--- src/rtl/muldiv_unit.sv ---
// Iterative HI/LO multiply/divide unit: radix-2 shift-add multiply, restoring divide,
// both on magnitudes with sign fix-up in a final cycle; also services MTHI/MTLO.
module muldiv_unit #(
    parameter int DATA_WIDTH = 32
) (
    input  logic                  clk,
    input  logic                  rst_n,
    input  logic                  start,
    input  logic [2:0]            op,
    input  logic [DATA_WIDTH-1:0] rs_val,
    input  logic [DATA_WIDTH-1:0] rt_val,
    output logic                  busy,
    output logic                  done,
    output logic [DATA_WIDTH-1:0] hi,
    output logic [DATA_WIDTH-1:0] lo
);

    localparam int W  = DATA_WIDTH;
    localparam int CW = (W > 1) ? $clog2(W) : 1;

    typedef enum logic [1:0] {S_IDLE, S_CALC, S_FIX} state_t;
    typedef enum logic [2:0] {
        OP_MULT  = 3'd0,
        OP_MULTU = 3'd1,
        OP_DIV   = 3'd2,
        OP_DIVU  = 3'd3,
        OP_MTHI  = 3'd4,
        OP_MTLO  = 3'd5
    } op_t;

    state_t           state_q, state_d;
    logic [CW-1:0]    cnt_q, cnt_d;
    logic [2*W-1:0]   acc_q, acc_d;
    logic [W-1:0]     b_q, b_d;
    logic [W-1:0]     rs_q, rs_d;
    logic             is_div_q, is_div_d;
    logic             neg_rs_q, neg_rs_d;
    logic             neg_rt_q, neg_rt_d;
    logic [W-1:0]     hi_q, hi_d;
    logic [W-1:0]     lo_q, lo_d;
    logic             done_q, done_d;

    logic             signed_in;
    logic [W:0]       mul_sum;
    logic [W:0]       div_top;
    logic [W:0]       div_diff;
    logic [2*W-1:0]   prod;
    logic [W-1:0]     quo;
    logic [W-1:0]     rem;

    always_comb begin
        state_d  = state_q;
        cnt_d    = cnt_q;
        acc_d    = acc_q;
        b_d      = b_q;
        rs_d     = rs_q;
        is_div_d = is_div_q;
        neg_rs_d = neg_rs_q;
        neg_rt_d = neg_rt_q;
        hi_d     = hi_q;
        lo_d     = lo_q;
        done_d   = 1'b0;

        signed_in = (op == OP_MULT) || (op == OP_DIV);
        mul_sum   = {1'b0, acc_q[2*W-1:W]} + (acc_q[0] ? {1'b0, b_q} : '0);
        div_top   = acc_q[2*W-1:W-1];
        div_diff  = div_top - {1'b0, b_q};
        prod      = (neg_rs_q ^ neg_rt_q) ? -acc_q : acc_q;
        quo       = (neg_rs_q ^ neg_rt_q) ? -acc_q[W-1:0] : acc_q[W-1:0];
        rem       = neg_rs_q ? -acc_q[2*W-1:W] : acc_q[2*W-1:W];

        case (state_q)
            S_IDLE: begin
                if (start) begin
                    case (op)
                        OP_MULT, OP_MULTU, OP_DIV, OP_DIVU: begin
                            state_d  = S_CALC;
                            cnt_d    = '0;
                            neg_rs_d = signed_in & rs_val[W-1];
                            neg_rt_d = signed_in & rt_val[W-1];
                            acc_d    = {{W{1'b0}}, (neg_rs_d ? -rs_val : rs_val)};
                            b_d      = neg_rt_d ? -rt_val : rt_val;
                            rs_d     = rs_val;
                            is_div_d = op[1];
                        end
                        OP_MTHI: hi_d = rs_val;
                        OP_MTLO: lo_d = rs_val;
                        default: ;
                    endcase
                end
            end
            S_CALC: begin
                cnt_d = cnt_q + 1'b1;
                if (is_div_q) begin
                    if (!div_diff[W]) acc_d = {div_diff[W-1:0], acc_q[W-2:0], 1'b1};
                    else              acc_d = {div_top[W-1:0], acc_q[W-2:0], 1'b0};
                end else begin
                    acc_d = {mul_sum, acc_q[W-1:1]};
                end
                if (cnt_q == CW'(W - 1)) begin
                    cnt_d   = '0;
                    state_d = S_FIX;
                end
            end
            S_FIX: begin
                state_d = S_IDLE;
                done_d  = 1'b1;
                if (!is_div_q) begin
                    {hi_d, lo_d} = prod;
                end else if (b_q == '0) begin
                    hi_d = rs_q;
                    lo_d = '1;
                end else begin
                    // most-negative / -1 wraps to most-negative through the normal negate
                    lo_d = quo;
                    hi_d = rem;
                end
            end
            default: state_d = S_IDLE;
        endcase
    end

    always_ff @(posedge clk or negedge rst_n) begin
        if (!rst_n) begin
            state_q  <= S_IDLE;
            cnt_q    <= '0;
            acc_q    <= '0;
            b_q      <= '0;
            rs_q     <= '0;
            is_div_q <= 1'b0;
            neg_rs_q <= 1'b0;
            neg_rt_q <= 1'b0;
            hi_q     <= '0;
            lo_q     <= '0;
            done_q   <= 1'b0;
        end else begin
            state_q  <= state_d;
            cnt_q    <= cnt_d;
            acc_q    <= acc_d;
            b_q      <= b_d;
            rs_q     <= rs_d;
            is_div_q <= is_div_d;
            neg_rs_q <= neg_rs_d;
            neg_rt_q <= neg_rt_d;
            hi_q     <= hi_d;
            lo_q     <= lo_d;
            done_q   <= done_d;
        end
    end

    assign busy = (state_q != S_IDLE);
    assign done = done_q;
    assign hi   = hi_q;
    assign lo   = lo_q;

endmodule

--- config.mk ---
export PLATFORM = sky130hd
export DESIGN_NAME = muldiv_unit
export DESIGN_NICKNAME = d
export VERILOG_FILES = /design/src/rtl/muldiv_unit.sv
export SDC_FILE = /design/constraint.sdc
export NUM_CORES = 1
export LEC_CHECK = 0
export CAP_MARGIN = 40
export CORE_MARGIN = 4
export CORE_UTILIZATION = 38
export DETAILED_ROUTE_END_ITERATION = 16
export GPL_ROUTABILITY_DRIVEN = 0
export PLACE_DENSITY_LB_ADDON = 0.2
export SYNTH_ARGS = -nofsm -noshare
export SYNTH_HDL_FRONTEND = slang
export SYNTH_SLANG_ARGS = --single-unit
--- constraint.sdc ---
create_clock -name clk -period 4.4 [get_ports clk]
set_input_delay 0.66 -clock clk [delete_from_list [all_inputs] [get_ports clk]]
set_output_delay 0.66 -clock clk [all_outputs]
set_load 0.01 [all_outputs]
==> run summary, run 1 <==
The run finished with clean final reports. Broken down by cell family, the worst path's largest delay share belongs to compound AO/OA/AOI/OAI gates. The count of pins on the block boundary is 136. The worst relative slew slack is 0.4082. The maximum ir drop on the vdd rail is 0.3651 mV.

The tool flagged a number of max-cap violations equal to 0. The sequential area share after synthesis came out at 0.3167. In the final timing run, aggregate negative setup slack is 0 ns. The total standard cell area after synthesis came out at 16040 µm². The initial detailed-routing violation count came out at 1515. In the finished design, the share of the clock period the worst path needs comes to 0.9104.

The later pin in the worst-skew pair is clocked with a latency of 0.55 ns. The count of nets after finishing came out at 2275. After synthesis, the cell types taking the most area are sky130_fd_sc_hd__dfrtp_1, sky130_fd_sc_hd__o21ai_0, sky130_fd_sc_hd__nand2_1. The actual slew at the worst max-slew pin is 0.8753 ns. The number of clock buffers added by TritonCTS is 26.

Detailed routing placed a total of 27470 µm of wire on met2. Yosys mapped the design onto 70 distinct sky130hd cell types. The first global-routing pass estimated 90360 µm of wire. The first detailed-routing pass took 8 iterations. Once detailed placement completed, the half-perimeter wirelength came to 43770 µm. The layout cell share with drive strength beyond 1 came out at 0.05997.

The routed design could run at a clock period as short as 4.006 ns. The final non-filler cell total is 2690. Counting stages on the worst path, the most repeated cell is sky130_fd_sc_hd__o21ai_0. The total met3 wirelength after detailed routing came out at 4063 µm. After detailed routing, no signal wire sits above met4. The antenna diode count came out at 0. The most used flip-flop cell after synthesis is sky130_fd_sc_hd__dfrtp_1. The total of endpoints with negative setup slack in the final report is 0. The share of Yosys cell area claimed by the top area cell type is 0.3167. The maximum number of pins on one net before global-route repair came out at 76. The area added between synthesis and finish came out at 18.00%. Post-CTS timing repair inserted 0 buffers for setup. The remaining global-route overflow came out at 0.

The startpoint type of the worst setup path is a register. TritonCTS built the clock tree. The arrival time at the worst endpoint came out at 4.46 ns. The path length in cells of the critical path came out at 14.

The average instance area after synthesis is 7.828 µm². After floorplanning, the core was divided into 75 placement rows. The floorplan step defined a die boundary enclosing 45560 µm². The synthesized instance count is 2049. The height of the chip is 213.5 µm. The clock-pin slew on the worst setup and hold paths is 0.06 ns.

The number of hold buffers added after CTS was 0. The number of cells on the worst reg-to-reg path came out at 14. The number of global-route vias before repair is 15.47k. Dividing the detail-routed wire length by the instance count gives 21.82 µm. The number of port buffers is 135. The number of fill cells in the layout came out at 4168.

The most area-hungry cell type in the Yosys netlist is sky130_fd_sc_hd__dfrtp_1. The synthesized net count is 2191. In this run the power density over the cells is 879.7 nW/µm². The path class of the tightest hold or removal check is in2async.

The number of buffer and inverter stages on the critical path is 1. The slowest stage of the critical path belongs to the cell sky130_fd_sc_hd__o21ai_0. The final number of hold-violating endpoints came out at 0.

The final layout contains routed wiring with a total length of 58690 µm. The maximum clock path buffer count is 3. The number of gates given a new drive strength after cts is 1. The count of yosys warnings during synthesis is 0. The effective utilization at floorplan came out at 0.3833.

STA classifies the critical path endpoint as a register. The commonest non-fill, non-tap cell in the layout is sky130_fd_sc_hd__nand2_1. The met1 routed wirelength after detailed routing came out at 24960 µm.

Leaving out fill and tap cells, the most frequent cells in the layout are sky130_fd_sc_hd__nand2_1, sky130_fd_sc_hd__o21ai_0, sky130_fd_sc_hd__dfrtp_1, sky130_fd_sc_hd__nor2_1, sky130_fd_sc_hd__a21oi_1. The finished cells cover 18930 µm². The number of synthesized flops with an enable pin came out at 0. The number of storage elements in the synthesis netlist came out at 203. At the worst endpoint, the required time is 4.85 ns. In this run the static leakage power is 0.007923 µW. After floorplanning, the core was sized to cover 41850 µm². The highest fanout seen on the critical path came out at 4.

The share of the core filled with cells is 0.4522. The die span in x is 213.5 µm. Across every metal layer, demand over resource in global routing totals 0.2494.

The largest stage delay on the critical path came out at 0.46 ns. The number of max-slew violations in the final report came to 0. The maximum frequency from static timing analysis is 249.6 MHz. The clock drives 203 sinks. The number of placed instances, taps included, is 2644. The critical path in this run is classified as reg2reg. Using the TritonRoute via totals, the vias-per-cell ratio works out to 5.964. For this block, the via count after detailed routing is 16.04k. The number of levels in the clock H-tree is 1. The cell area after placement is 18090 µm². The overall power of the completed layout is 16650 µW. The antenna violation net count after detailed routing is 0. The share of synthesized registers carrying an async set or reset came out at 1.000. The worst clock skew came out at 0.01077 ns. The DRC violation count after routing came out at 0. The number of antenna violations at the first check in global routing was 0. The buffer cell driving the clock tree root is sky130_fd_sc_hd__clkbuf_16. Walking the worst path, the cells encountered are and2_1 -> ha_1 -> inv_1 -> fa_1 -> nor2b_1 -> o211ai_1 -> a211oi_1 -> o21ai_0 -> o21ai_0 -> a31oi_1 -> o21ai_0 -> a2111oi_0 -> or3_1 -> nor3_1. Setup repair after global routing left no endpoint under its margin.
[routing by layer]
metal,vias to the layer above,track usage
li1,7518,-
met1,7768,0.3387
met2,645,0.4165
met3,112,0.02882
met4,0,0.08387
met5,-,0
[power by group]
part	internal, µW	switching (µW)
clock network	1200	871
logic	4610	6070
registers	2770	1110
total	8590	8060
[cell families (layout without fill, tap and decap cells)]
kind of cell | after synthesis | after routing | share of synthesized area
xor gates and xnor gates | 183 | 183 | 0.09992
adders and majority gates | 72 | 72 | 0.05710
buffers and inverters | 203 | 305 | 0.04867
AOI/OAI and AO/OA | 657 | 657 | 0.2499
muxes | 65 | 65 | 0.04080
and+or+nand+nor | 666 | 666 | 0.1869
DFF | 203 | 203 | 0.3167
[per-stage QoR]
stage | setup WS, ns | hold slack (ns)
2_1_floorplan | 1.023 | 0.3644
3_3_place_gp | -0.09095 | 0.4492
3_5_place_dp | -0.07082 | 0.4531
4_1_cts | 0.07901 | 0.1688
5_1_grt | 0.02503 | 0.1781
6_report | 0.3942 | 0.1131
[final timing paths]
| kind | startpoint | end | slack, ns |
|---|---|---|---|
| min | rst_n | hi[8] | 0.11 |
| min reg2reg | rs_q[31] | rs_q[31] | 0.48 |
| max in group asynchronous | rst_n | hi[0] | 3.23 |
| max reg2reg | b_q[0] | acc_q[63] | 0.39 |
| min in group clk | rs_q[31] | rs_q[31] | 0.48 |
| max | b_q[0] | acc_q[63] | 0.39 |
[Yosys cell counts, drive strengths merged (4+ instances only)]
cell       n
a2111oi    5
a211oi    19
a21o      26
a21oi    141
a221o      4
a221oi    11
a22oi     20
a311oi     4
a31oi     28
and2      17
and3      11
buf        9
clkbuf   131
dfrtp    203
ha        70
inv       62
mux2i     62
nand2    283
nand2b    18
nand3     35
nand4     12
nor2     163
nor2b      9
nor3      39
nor4      28
o211ai    40
o21a      10
o21ai    236
o221ai     6
o22ai     51
o31ai     22
o41ai      8
or2       11
or3       17
or4       10
xnor2    108
xor2      75
[state kept, by name, summed over array words and instances (netlist names)]
signal    flops
acc_q        64
b_q          32
hi           32
lo           32
rs_q         32
cnt_q         5
state_q       2
done          1
is_div_q      1
neg_rs_q      1
neg_rt_q      1
[area by class of cell]
cell class                      instances  area (µm²)  share of cell area
Clock buffer                           41       778.2             0.04112
Tap cell                              539       674.4             0.03563
Timing Repair Buffer                  196        1866             0.09857
Multi-Input combinational cell       1643       10260              0.5420
Clock inverter                          5       30.03            0.001587
Sequential cell                       203        5084              0.2686
Inverter                               63       236.5             0.01249
(Power assumes the default switching activity.)
==> run 2: changes to the inputs <==
--- a/config.mk
+++ b/config.mk
@@ -6,8 +6,10 @@
 export NUM_CORES = 1
 export LEC_CHECK = 0
 export CAP_MARGIN = 40
+export CELL_PAD_IN_SITES_DETAIL_PLACEMENT = 0
+export CELL_PAD_IN_SITES_GLOBAL_PLACEMENT = 2
 export CORE_MARGIN = 4
-export CORE_UTILIZATION = 38
+export CORE_UTILIZATION = 35
 export DETAILED_ROUTE_END_ITERATION = 16
 export GPL_ROUTABILITY_DRIVEN = 0
 export PLACE_DENSITY_LB_ADDON = 0.2
==> run 2 against run 1 <==
  * Cell area is 2.5% higher
  * Sequential cell count stayed put
  * Clock power is 23% higher
  * Via count is 1.9% lower
  * Clock skew is 0.0093 ns higher
  * Total power is 4.4% higher
  * Clock-buffer cell count is 5 lower
  * Critical path type unchanged
  * Critical endpoint is now acc_q[58]
==> run summary, run 2 (same netlist as run 1, synthesis figures left out) <==
Leaving out fill and tap cells, the most frequent cells in the layout are sky130_fd_sc_hd__nand2_1, sky130_fd_sc_hd__o21ai_0, sky130_fd_sc_hd__dfrtp_1, sky130_fd_sc_hd__nor2_1, sky130_fd_sc_hd__a21oi_1. Based on the critical path, the design can be clocked at up to 249.0 MHz. The worst pin sits at a relative slew slack of 0.3753. The per-cell via count in the routed design is 5.689. The tool flagged a number of max-cap violations equal to 0. The register with the most flip-flops in the layout has 64 of them. The setup path with the least slack is of type reg2reg. The maximum number of pins on one net before global-route repair came out at 101.

The total of endpoints with negative setup slack in the final report came out at 0. The number of fill cells in the layout came out at 4620. The worst register-to-register path begins at acc_q[31]. The library cell used most frequently in the layout, excluding fill and tap cells, is sky130_fd_sc_hd__nand2_1.

The via count came out at 15.74k. In this run the critical register-to-register path is captured at acc_q[58]. The area added between synthesis and finish came out at 20.97%.

For flop-to-flop paths, the worst setup slack is 0.38 ns. The antenna violation net count after detailed routing came out at 0. The total power per unit cell area came out at 895.9 nW/µm². In this run the cell area measured after placement is 18340 µm². During placement, the flow inserted port buffers numbering 135.

The clock latency on the worst-skew pair came out at 0.56 ns. The worst clock skew came out at 0.02003 ns. The antenna diode count is 0. The layout cell share with drive strength beyond 1 came out at 0.06968. The die span in x is 222.1 µm. The number of clock sinks is 203. The DRC violation count after routing came out at 0. The half-perimeter wire length after placement is 47620 µm. The worst hold path belongs to the class in2async. The detailed-route wire length per cell is 22.84 µm. More flip-flops sit in one register than any other, and that register is acc_q.

The number of cells on the worst reg-to-reg path is 14. No sink is reached through more buffers than the 3 on the longest clock path. The number of global-route vias before repair came out at 15.46k.

The TritonCTS clock tree is done. Once layout is done, the placed cells without fillers occupy 19400 µm². Hold is met by 0.1108 ns. In this run the worst path has a maximum fanout of 14.

Setup repair after global routing left no endpoint under its margin. The clock-pin slew on the worst setup and hold paths came out at 0.06 ns. STA puts the critical path data required time at 4.81 ns. The effective utilization at floorplan came out at 0.3535. The number of levels in the clock H-tree is 1.

The wire length of the first global-routing pass is 96320 µm. The routed wire length is 63190 µm. The number of core rows is 78. The static leakage came out at 0.008128 µW.

The number of max-slew violations in the final report came out at 0. In this run the standard cell core region covers 45380 µm². The post-layout minimum cycle time is 4.017 ns.

The count of nets after finishing is 2289. The flow ran to the end, and the final reports show no timing, DRC or antenna violations. The height of the chip is 222.1 µm. The initial detailed-routing violation count came out at 1104.

The startpoint type of the worst setup path is a register. The floorplan step defined a die boundary enclosing 49320 µm². The final number of hold-violating endpoints is 0.

The remaining global-route overflow came out at 0. The arrival time at the worst endpoint is 4.42 ns. In the global route stage, overall resource usage came out at 0.2471. The count of hold buffers inserted by post-cts repair came out at 0.

The number of antenna violations at the first check in global routing was 0. The number of iterations in the first detailed-routing pass is 5. The root buffer cell chosen for the clock tree is sky130_fd_sc_hd__clkbuf_16. The actual slew at the worst max-slew pin is 0.9371 ns. The count of pins on the block boundary is 136. Summed over all failing endpoints, the final setup total negative slack is 0 ns. The maximum ir drop on the vdd rail is 0.3787 mV. The number of buffers added by the clock tree synthesis step is 26.

The kind of end point of the critical path is a register. The final worst-path cycle share is 0.9129.
==> run 2: cell types whose count changed in the layout (fill, tap and decap cells not counted), sizes merged <==
cell | previous run | this run
buf | 61 | 76
bufinv | 0 | 7
clkbuf | 42 | 36
clkinv | 4 | 6
clkinvlp | 2 | 1
inv | 62 | 61
==> run 2: where the power goes <==
group | internal, µW | total [µW] | switching [µW]
logic | 4720 | 10800 | 6100
clock network | 1640 | 2550 | 908
registers | 2770 | 4010 | 1240
==> run 2: cell type report <==
| cell class | instances | area (µm²) | share of cell area |
|---|---|---|---|
| tap | 600 | 750.7 | 0.03869 |
| clock inverter | 12 | 239.0 | 0.01232 |
| multi-input combinational | 1643 | 10250 | 0.5282 |
| inverter | 63 | 240.2 | 0.01238 |
| timing repair buffer | 210 | 2062 | 0.1063 |
| clock buffer | 36 | 779.5 | 0.04017 |
| sequential | 203 | 5084 | 0.2620 |
==> run 2: layer usage <==
metal | routed length [µm] | global-route usage | part of all wire
met1 | 27080 | 0.3194 | 0.43
met2 | 30400 | 0.4244 | 0.48
met3 | 3303 | 0.03601 | 0.052
met4 | 2412 | 0.08303 | 0.038
met5 | 0 | 0 | 0
==> run 2: worst max-delay path by stage <==
stage                      to  depth (start not counted)       from  slack [ns]
floorplan           acc_q[63]                         15   acc_q[0]        1.02
CTS                 acc_q[62]                         14   acc_q[0]        0.23
finish              acc_q[58]                         14  acc_q[31]        0.38
detailed placement  acc_q[62]                         14   acc_q[0]        0.24
global placement    acc_q[62]                         14   acc_q[0]        0.28
global route        acc_q[49]                         14  acc_q[31]        0.06
==> run 2: worst max-delay path, stage by stage, from the launching register on <==
cell and delay, ns:
sky130_fd_sc_hd__dfrtp_1 0.41, sky130_fd_sc_hd__inv_1 0.11, sky130_fd_sc_hd__ha_1 0.25, sky130_fd_sc_hd__fa_1 0.40, sky130_fd_sc_hd__nand2b_1 0.18, sky130_fd_sc_hd__a21oi_1 0.20, sky130_fd_sc_hd__o21ai_0 0.24, sky130_fd_sc_hd__o21ai_0 0.38
sky130_fd_sc_hd__a31oi_1 0.25, sky130_fd_sc_hd__o21ai_2 0.28, sky130_fd_sc_hd__a311oi_2 0.19, sky130_fd_sc_hd__a211oi_4 0.28, sky130_fd_sc_hd__buf_4 0.34, sky130_fd_sc_hd__mux2i_1 0.23, sky130_fd_sc_hd__o221ai_1 0.13
==> run 2: repair_timing <==
item	CTS	global route
gates resized for setup	0	3
buffers inserted	0	3
setup endpoints to repair	0	9
==> run 2: metrics by stage <==
| stage | power, µW | setup slack, ns | utilization | cells |
|---|---|---|---|---|
| 4_1_cts | 17350 | 0.2251 | 0.4266 | 2764 |
| 5_1_grt | 18740 | 0.06360 | 0.4276 | 2767 |
| 6_report | 17380 | 0.3834 | 0.4276 | 2767 |
| 3_3_place_gp | 14570 | 0.2801 | 0.4014 | 2710 |
| 3_5_place_dp | 14730 | 0.2430 | 0.4042 | 2716 |
| 2_1_floorplan | 11000 | 1.023 | - | 2049 |
==> run 3: changes to the inputs <==
--- a/config.mk
+++ b/config.mk
@@ -5,6 +5,7 @@
 export SDC_FILE = /design/constraint.sdc
 export NUM_CORES = 1
 export LEC_CHECK = 0
+export ABC_AREA = 0
 export CAP_MARGIN = 40
 export CELL_PAD_IN_SITES_DETAIL_PLACEMENT = 0
 export CELL_PAD_IN_SITES_GLOBAL_PLACEMENT = 2
==> constraint.sdc (replaced) <==
create_clock -name clk -period 4.35 [get_ports clk]
set_input_delay 0.6525 -clock clk [delete_from_list [all_inputs] [get_ports clk]]
set_output_delay 0.6525 -clock clk [all_outputs]
set_load 0.01 [all_outputs]
==> run 3 against run 2 <==
  * Critical path depth is 1 higher
  * Die area stayed put
  * Worst setup slack worse by 0.12 ns
  * Worst hold slack better by 0.049 ns
  * Clock skew is 0.0045 ns higher
  * Sequential power is 1% lower
  * Via count is 0.16% higher
  * Largest power group unchanged
  * Global-route usage is 0.29 points higher
  * Cell area is 0.35% lower
==> run summary, run 3 (same netlist as run 1, synthesis figures left out) <==
The run finished with clean final reports. Leaving out fill and tap cells, the most frequent cell in the layout is sky130_fd_sc_hd__nand2_1. The layout cell share with drive strength beyond 1 came out at 0.07435. Port buffering added 135 buffers. After the first detailed-routing iteration, the DRC count stood at 1365. The count of hold buffers inserted by post-cts repair came out at 0. STA classifies the critical path endpoint as a register. The number of iterations in the first detailed-routing pass is 5. The tool flagged a number of max-cap violations equal to 0. STA classifies the critical path startpoint as a register. In this run the worst hold path is classified as in2async. The total of endpoints with negative setup slack in the final report is 0. The post-layout minimum cycle time came out at 4.084 ns. The number of flip-flops in the largest register is 64. Entering global routing, the biggest net connects 107 pins.

The post-placement cell count is 2731. The maximum ir drop on the vdd rail is 0.5273 mV. The clock latency on the worst-skew pair is 0.57 ns.

Summed over all nets, the switching power comes to 8403 µW. The TritonCTS clock tree is done. Of the total power, registers draw 0.228. On the critical path, the stage with the largest delay is an instance of sky130_fd_sc_hd__dfrtp_1. The actual slew at the worst max-slew pin is 0.9292 ns.

The number of buffers added by the clock tree synthesis step came out at 27. The classification of the worst setup path is reg2reg. The final worst-path cycle share is 0.9387. The per-cell via count in the routed design came out at 5.674. The DRC violation count after routing is 0.

The register name with the most flops is acc_q. The height of the chip is 222.1 µm. The worst clock skew is 0.02457 ns. The part of the power in combinational logic came out at 0.639. The final-layout setup total negative slack came out at 0 ns. The clock group share of total power came out at 0.133. The number of global-route vias before repair was 15.60k. The largest stage delay on the critical path came out at 0.43 ns. The routed wire length is 63600 µm. The critical path goes through inv_1 -> ha_1 -> fa_1 -> nand2b_1 -> a21oi_1 -> o21ai_0 -> o21ai_0 -> a31oi_1 -> o21ai_1 -> buf_4 -> and3_1 -> a211oi_4 -> buf_12 -> mux2i_1 -> a221o_1. Along the worst path, the maximum fanout reaches 16. The internal portion of the total power is 8975 µW. Timing would allow up to 244.9 MHz. The initial utilization of the core area, before any placement, comes to 0.3535. The final non-filler cell total came out at 2779. Post-CTS timing repair inserted 0 buffers for setup. The switching share of power came out at 0.4835. The clock-pin slew on the worst setup and hold paths is 0.06 ns. The arrival time at the worst endpoint is 4.53 ns. The die covers 49320 µm². For this design the ratio of total power to cell area is 898.8 nW/µm². The required time reported for the critical path endpoint came out at 4.80 ns.

The antenna diode count came out at 0. The number of core rows is 78. The cell sitting at the root of the clock tree is a sky130_fd_sc_hd__clkbuf_16.

The static leakage came out at 0.008130 µW. The worst relative slew slack came out at 0.3806. The number of buffer and inverter stages on the critical path came out at 3.

In the global route stage, overall resource usage came out at 0.2500. The detailed-route wire length per cell came out at 22.88 µm. By instance count, the cell type seen most on the critical path is sky130_fd_sc_hd__o21ai_0. In this run the number of H-tree levels came out at 1. The area added between synthesis and finish is 20.54%. At the placement stage, the worst setup path has a slack of 0.3044 ns. The count of pins on the block boundary is 136. The count of nets after finishing came out at 2302. The die span in x came out at 222.1 µm.

The remaining global-route overflow came out at 0. The via count is 15.77k. The number of clock sinks came out at 203. The number of max-slew violations in the final report came to 0. The cell family contributing the most delay on the critical path is compound AO/OA/AOI/OAI gates. Setup repair after global routing left no endpoint under its margin. Summed over all nets, the half-perimeter wirelength after detailed placement is 48390 µm. The wire length of the first global-routing pass came out at 97740 µm.

The final number of hold-violating endpoints came out at 0. The maximum clock path buffer count came out at 3. Leaving out fill and tap cells, the most frequent cells in the layout are sky130_fd_sc_hd__nand2_1, sky130_fd_sc_hd__o21ai_0, sky130_fd_sc_hd__dfrtp_1, sky130_fd_sc_hd__nor2_1, sky130_fd_sc_hd__a21oi_1. The number of antenna violations at the first check in global routing is 1. The antenna violation net count after detailed routing came out at 0. The post-layout worst setup margin is 0.2665 ns. The area of the core is 45380 µm².
[run 3: changes by cell type in the layout (fill, tap and decap cells not counted), moves of 2 or more]
cell,delta
sky130_fd_sc_hd__buf_4,+15
sky130_fd_sc_hd__clkinv_2,+6
sky130_fd_sc_hd__bufinv_16,-4
sky130_fd_sc_hd__buf_12,-3
sky130_fd_sc_hd__clkbuf_8,-2
[run 3: routing by layer]
metal  global-route usage  share of wire  vias to the layer above
met3              0.02357          0.044                       87
met4              0.05902          0.025                        0
li1                     -              -                     7569
met1               0.3378           0.44                     7667
met5                    0              0                        -
met2               0.4339           0.49                      444
[run 3: layout make-up]
| class | instances | area [µm²] |
|---|---|---|
| sequential | 203 | 5084 |
| multi-input combinational | 1643 | 10240 |
| fill | 4648 | 26050 |
| inverter | 63 | 240.2 |
| tap | 600 | 750.7 |
| timing repair buffer | 222 | 2115 |
| clock inverter | 14 | 148.9 |
| clock buffer | 34 | 752.0 |
[run 3: power by group through the flow]
stage	Clock (µW)	Sequential, µW	Combinational, µW
5_1_grt	2440	4090	12200
2_1_floorplan	0	3540	7590
3_5_place_dp	0	3980	11000
6_report	2310	3970	11100
3_3_place_gp	0	3970	10800
4_1_cts	2360	3950	11000
[run 3: path summary, 6_finish.rpt]
check / start / end / slack (ns) / depth (start not counted)
max: acc_q[31] / acc_q[33] / 0.27 / 15
min: rst_n / hi[2] / 0.16 / 1
max reg2reg: acc_q[31] / acc_q[33] / 0.27 / 15
min reg2reg: hi[24] / hi[24] / 0.47 / 2
max in group asynchronous: rst_n / lo[31] / 3.19 / 2
min in group clk: hi[24] / hi[24] / 0.47 / 2
[run 3: through the flow]
step / hold WS [ns] / area (µm²) / power (µW) / util
2_1_floorplan: 0.3569 / 16040 / 11130 / -
3_3_place_gp: 0.4456 / 18310 / 14790 / 0.4034
3_5_place_dp: 0.4575 / 18430 / 14970 / 0.4061
4_1_cts: 0.2084 / 19330 / 17350 / 0.4260
5_1_grt: 0.2245 / 19330 / 18710 / 0.4261
6_report: 0.1595 / 19330 / 17380 / 0.4261
[run 3: repair_timing]
action                                  CTS  global route
endpoints found under the setup margin    0             2
endpoints found under the hold margin     0             0
gates resized for setup                   0             1
